File: config.mk
export PLATFORM = sky130hd
export DESIGN_NAME = snake_game_ctrl
export DESIGN_NICKNAME = d
export VERILOG_FILES = /design/src/rtl/snake_game_ctrl.sv
export SDC_FILE = /design/constraint.sdc
export NUM_CORES = 1
export LEC_CHECK = 0
export BUFFER_PORTS_ARGS = -buffer_cell sky130_fd_sc_hd__buf_2
export CAP_MARGIN = 0
export CORE_ASPECT_RATIO = 0.5
export CORE_MARGIN = 5
export CORE_UTILIZATION = 45
export CTS_CLUSTER_SIZE = 25
export DETAILED_ROUTE_END_ITERATION = 16
export GPL_TIMING_DRIVEN = 0
export HOLD_SLACK_MARGIN = 0.05
export PLACE_DENSITY = 0.65
export REMOVE_ABC_BUFFERS = 1
export SYNTH_ARGS = -nofsm -noshare
export SYNTH_HDL_FRONTEND = slang
export SYNTH_SLANG_ARGS = --single-unit
File: constraint.sdc
create_clock -name VGA_clk -period 2.3 [get_ports VGA_clk]
set_input_delay 0 -clock VGA_clk [delete_from_list [all_inputs] [get_ports VGA_clk]]
set_output_delay 0 -clock VGA_clk [all_outputs]
set_load 0.01 [all_outputs]
File: src/rtl/snake_game_ctrl.sv
// Game-flow controller for the snake datapath: IDLE/PLAY/OVER sequencing,
// frame-paced stepping, direction filtering, collision resolution and apple handshake.
module snake_game_ctrl #(
  parameter int FRAMES_PER_STEP = 6,
  parameter int MAX_LEN         = 128,
  parameter int FLASH_FRAMES    = 30
) (
  input  logic       VGA_clk,
  input  logic       reset,
  input  logic       start,
  input  logic       frame_end,
  input  logic       hit_apple,
  input  logic       hit_lethal,
  input  logic [3:0] dir_btn,
  input  logic       apple_ack,
  output logic       init,
  output logic       step,
  output logic       grow,
  output logic [1:0] dir,
  output logic       apple_req,
  output logic [6:0] length,
  output logic [7:0] score,
  output logic       game_over,
  output logic [7:0] led,
  output logic [1:0] state
);

  // Handshake: apple_req is a level held from the apple evaluation until the
  // cycle after apple_ack is sampled high; an ack while apple_req=0 is ignored.

  typedef enum logic [1:0] {
    S_IDLE = 2'd0,
    S_PLAY = 2'd1,
    S_OVER = 2'd2
  } state_t;

  localparam int           FW         = (FLASH_FRAMES > 1) ? $clog2(FLASH_FRAMES) : 1;
  localparam logic [FW-1:0] FLASH_LAST = FW'(FLASH_FRAMES - 1);
  localparam logic [5:0]   STEP_LAST  = 6'(FRAMES_PER_STEP - 1);
  localparam logic [6:0]   LEN_SAT    = 7'(MAX_LEN - 1);

  state_t cur_state, nxt_state;

  logic          start_d;
  logic          start_block;
  logic          apple_seen;
  logic          lethal_seen;
  logic          grow_pend;
  logic [1:0]    next_dir;
  logic [5:0]    frame_cnt;
  logic [FW-1:0] flash_cnt;

  logic          init_d, step_d, grow_d, apple_req_d, game_over_d;
  logic [1:0]    dir_d, next_dir_d;
  logic [6:0]    length_d;
  logic [7:0]    score_d, led_d;
  logic          start_block_d, apple_seen_d, lethal_seen_d, grow_pend_d;
  logic [5:0]    frame_cnt_d;
  logic [FW-1:0] flash_cnt_d;

  logic          in_play, start_go, start_rise;
  logic          lethal_eval, eat, step_fire;
  logic          btn_valid, btn_accept;
  logic [1:0]    btn_code;

  assign in_play     = (cur_state == S_PLAY);
  assign start_go    = (cur_state == S_IDLE) && start && !start_block;
  assign start_rise  = start && !start_d;
  assign lethal_eval = in_play && frame_end && (lethal_seen || hit_lethal);
  assign eat         = in_play && frame_end && !lethal_eval && !apple_req &&
                       (apple_seen || hit_apple);
  assign step_fire   = in_play && frame_end && !lethal_eval && (frame_cnt == STEP_LAST);
  assign state       = cur_state;

  always_comb begin
    btn_valid = 1'b1;
    btn_code  = 2'd0;
    case (dir_btn)
      4'b0001: btn_code  = 2'd0;
      4'b0010: btn_code  = 2'd1;
      4'b0100: btn_code  = 2'd2;
      4'b1000: btn_code  = 2'd3;
      default: btn_valid = 1'b0;
    endcase
  end

  // Opposite directions differ only in bit 0 (left/right, down/up).
  assign btn_accept = btn_valid && (btn_code != (dir ^ 2'd1));

  always_ff @(posedge VGA_clk) begin
    if (reset) cur_state <= S_IDLE;
    else       cur_state <= nxt_state;
  end

  always_comb begin
    nxt_state = cur_state;
    case (cur_state)
      S_IDLE:  if (start_go)    nxt_state = S_PLAY;
      S_PLAY:  if (lethal_eval) nxt_state = S_OVER;
      S_OVER:  if (start_rise)  nxt_state = S_IDLE;
      default:                  nxt_state = S_IDLE;
    endcase
  end

  always_comb begin
    init_d        = start_go;
    step_d        = step_fire;
    // An apple eaten in the stepping frame itself grows on that same step.
    grow_d        = step_fire && (grow_pend || eat) && (length != LEN_SAT);
    dir_d         = dir;
    next_dir_d    = next_dir;
    length_d      = length;
    score_d       = score;
    apple_req_d   = apple_req;
    grow_pend_d   = grow_pend;
    frame_cnt_d   = frame_cnt;
    apple_seen_d  = 1'b0;
    lethal_seen_d = 1'b0;
    game_over_d   = (nxt_state == S_OVER);
    led_d         = 8'h00;
    flash_cnt_d   = '0;
    start_block_d = start_block;

    if (btn_accept)     next_dir_d = btn_code;
    if (step_fire)      dir_d      = next_dir;
    if (grow_d)         length_d   = length + 7'd1;
    if (step_fire)      grow_pend_d = 1'b0;
    else if (eat)       grow_pend_d = 1'b1;
    if (eat && score != 8'hFF) score_d = score + 8'd1;

    if (eat)            apple_req_d = 1'b1;
    else if (apple_ack) apple_req_d = 1'b0;

    if (in_play && frame_end) begin
      frame_cnt_d = (frame_cnt == STEP_LAST) ? 6'd0 : frame_cnt + 6'd1;
    end

    if (in_play && !frame_end) begin
      apple_seen_d  = apple_seen || (hit_apple && !apple_req);
      lethal_seen_d = lethal_seen || hit_lethal;
    end

    if (start_go) begin
      dir_d       = 2'd1;
      next_dir_d  = 2'd1;
      length_d    = 7'd1;
      score_d     = 8'd0;
      apple_req_d = 1'b1;
      grow_pend_d = 1'b0;
      frame_cnt_d = 6'd0;
    end

    if (cur_state != S_OVER && nxt_state == S_OVER) begin
      led_d = 8'hFF;
    end else if (cur_state == S_OVER && nxt_state == S_OVER) begin
      led_d       = led;
      flash_cnt_d = flash_cnt;
      if (frame_end) begin
        if (flash_cnt == FLASH_LAST) begin
          flash_cnt_d = '0;
          led_d       = ~led;
        end else begin
          flash_cnt_d = flash_cnt + 1'b1;
        end
      end
    end

    // A start that ends the game must be released before it can begin a new one.
    if (cur_state == S_OVER && start_rise) start_block_d = 1'b1;
    else if (!start)                       start_block_d = 1'b0;
  end

  always_ff @(posedge VGA_clk) begin
    if (reset) begin
      init        <= 1'b0;
      step        <= 1'b0;
      grow        <= 1'b0;
      dir         <= 2'd1;
      next_dir    <= 2'd1;
      apple_req   <= 1'b0;
      length      <= 7'd1;
      score       <= 8'd0;
      game_over   <= 1'b0;
      led         <= 8'h00;
      start_d     <= 1'b0;
      start_block <= 1'b0;
      apple_seen  <= 1'b0;
      lethal_seen <= 1'b0;
      grow_pend   <= 1'b0;
      frame_cnt   <= 6'd0;
      flash_cnt   <= '0;
    end else begin
      init        <= init_d;
      step        <= step_d;
      grow        <= grow_d;
      dir         <= dir_d;
      next_dir    <= next_dir_d;
      apple_req   <= apple_req_d;
      length      <= length_d;
      score       <= score_d;
      game_over   <= game_over_d;
      led         <= led_d;
      start_d     <= start;
      start_block <= start_block_d;
      apple_seen  <= apple_seen_d;
      lethal_seen <= lethal_seen_d;
      grow_pend   <= grow_pend_d;
      frame_cnt   <= frame_cnt_d;
      flash_cnt   <= flash_cnt_d;
    end
  end

endmodule

==> results.toml <==
[floorplan]
io_pins = 43
core_area_sq_um = 4910
core.rowCount = 18
die_area_sq_um = 6676
fp.dieH_microns = 60.33
start_util_pct = 46.43
die_w_microns = 110.7

[final_layout]
seq_area_sq_um = 1001
syn_to_final_growth_pct = 18.17
fillers = 466
multi_input_area_sq_um = 1175
fin_nets = 315
final_cells = 369
drive_above_1_share_pct = 20.07
antenna_cells = 0
design_area_sq_um = 2694

[clocking]
cts_num_sinks = 50
root_buffer = "clkbuf_8"
numCtsBuffers = 5
clk_latency_ns = 0.30
cts_buffer_depth = 2
clk_pin_slew_worst_paths_ns = 0.09
tritoncts = "built"
htreeDepth = 2

[status]
run_status = "completed"

[global_route]
grt_pass1_vias = 1742
track_usage_pct = 14.47
grt_pass1_wl_microns = 7935
grt_max_degree = 19
met1_usage_pct = 18.39
gr-usage-met2_pct = 23.79
overflow = 0
busiest_layer = "met2"
antenna_found_initial = 0
met3_usage_pct = 4.681

[logic_synthesis]
async_flop_share_pct = 0
syn_inst = 255
netlist_area_sq_um = 2280
synth_cell_types = 48
yosysWarnings = 0
synth-edff-count = 0
ys_ff_latch = 50
ys_seq_area_share_pct = 43.91
avgSynthCellArea_sq_um = 8.940
ys.flop_type = "dfxtp_1"

[timing]
period_share_pct = 90.80
relSlewSlack_pct = 45.50
whs_ns = 0.06307
fin_ws_ns = 0.2117
tightest_slew_ns = 0.8146
period_minus_slack_ns = 2.088
report.final.hold_viol_count = 0
clock_skew_ns = 0.005500
slew_viol_final = 0
max_freq_ghz = 0.4789
setup_violations = 0
rsz0062_at_grt = "no"

[setup_path]
cp.required_ns = 2.54
arrival_ns = 2.33
crit_path_end_kind = "register"
cp_max_fo = 8
r2r_setup_slack_ns = 0.21
crit_type = "reg2reg"
critPathLaunchType = "register"

[routing]
drtPass1Iterations = 4
wl_microns = 4742
wl_per_cell_microns = 12.85
via_count = 1913
drtAntennaViolNets = 0
drc = 0
vias_per_cell = 5.184
drt_iter0_markers = 91

[place]
dp_slack_ns = -0.3307
gp_congestion = 0.8037
dp_hpwl_microns = 3330
placed_cells = 352
dpl_cell_area_sq_um = 2510
io_buffers = 42

[power]
finalPower_w = 0.001543
powerDensity_nw_per_um2 = 572.8
leakage_nw = 1.081
irDropWorstVdd_mv = 0.2929

[worst_hold_path]
hp-class = "in2reg"

[flow_run]
drv_cap = 0
per-layer routing:
layer | vias to the layer above | part of all wire (%)
li1 | 994 | -
met1 | 886 | 50
met2 | 31 | 45
met3 | 2 | 4.3
met4 | 0 | 0.72
met5 | - | 0
power by group:
part	switching [W]	leakage [nW]	internal, W
sequential	0.0000137	0.405	0.000881
clock	0.000301	0.0441	0.000214
combinational	0.0000774	0.632	0.0000563
layout by cell type (no fill, tap or decap), drive strengths merged, types with 2 or more instances in the layout:
cell type / n
nand3: 6
mux2i: 6
o211ai: 2
nand2: 16
clkbuf: 5
nor2b: 4
o21ai: 6
nor3: 3
ha: 6
or3: 10
buf: 44
inv: 12
nor2: 21
dfxtp: 50
and3: 7
a21oi: 20
nor4: 8
o31ai: 4
xor2: 7
nand3b: 2
nor4b: 4
clkinv: 2
a211oi: 4
nand4: 7
and4: 2
dlygate4sd3: 7
xnor2: 13
or4: 4
what timing repair did:
action,CTS,global route
gates resized for setup,1,1
pin swaps,1,0
endpoints found under the setup margin,18,1
hold buffers,7,0
setup buffers,2,0
hold endpoints to repair,8,0
state kept, by name (all words and copies together) (netlist names):
| register | cells |
|---|---|
| state | 2 |
| next_dir | 2 |
| start_block | 1 |
| dir | 2 |
| grow | 1 |
| frame_cnt | 6 |
| start_d | 1 |
| led | 8 |
| grow_pend | 1 |
| apple_req | 1 |
| lethal_seen | 1 |
| game_over | 1 |
| apple_seen | 1 |
| score | 8 |
| flash_cnt | 5 |
| step | 1 |
| init | 1 |
| length | 7 |
cells in the mapped netlist, types with 7 or more instances:
cell type  instances  area [sq um]
a21oi_1           19         95.09
and3_1             7         43.79
clkbuf_1          10         37.54
dfxtp_1           50          1001
inv_1             12         45.04
nand2_1           16         60.06
nand4_1            7         43.79
nor2_1            21         78.83
nor4_1             8         50.05
or3_1              8         50.05
xnor2_1           13         113.9
xor2_1             7         61.31
worst max-delay path, cell delays in order (launching register included):
cell and delay (ns):
dfxtp_1 0.40, ha_1 0.17, nor4b_1 0.47, nand4_1 0.14, buf_4 0.20, or4_1 0.50
a21oi_1 0.14
kinds of logic after synthesis:
kind of cell               synth area share (%)
and+or+nand+nor                           24.37
DFF                                       43.91
AOI/OAI and AO/OA                         13.17
buffers and inverters                     4.939
xor gates and xnor gates                  7.684
muxes                                     2.635
adders and majority gates                 3.293
metrics by stage:
stage | setup TNS (ns) | utilization (%)
after floorplan | 0 | -
after global placement | -2.311 | 51.12
after detailed placement | -3.471 | 51.12
after CTS | 0 | 54.82
after global routing | 0 | 54.87
final | 0 | 54.87
path summary, 6_finish.rpt:
path                            depth (start not counted)                endpoint                      start
worst max register to register                          6  length[5]$_SDFFE_PP0P_  frame_cnt[0]$_SDFFE_PP0P_
worst max-delay path                                    6  length[5]$_SDFFE_PP0P_  frame_cnt[0]$_SDFFE_PP0P_
worst min-delay path                                    3   apple_seen$_SDFF_PP0_                  hit_apple
worst min register to register                          2     dir[1]$_SDFFE_PP0P_   next_dir[1]$_SDFFE_PP0P_
layout make-up:
type | count | area share, %
clock buffer | 5 | 2.555
clock inverter | 3 | 0.7896
inverter | 12 | 1.672
multi-input combinational | 178 | 43.61
sequential | 50 | 37.16
tap | 70 | 3.251
timing repair buffer | 51 | 10.96
No activity file was read; power rests on OpenSTA's default activity.
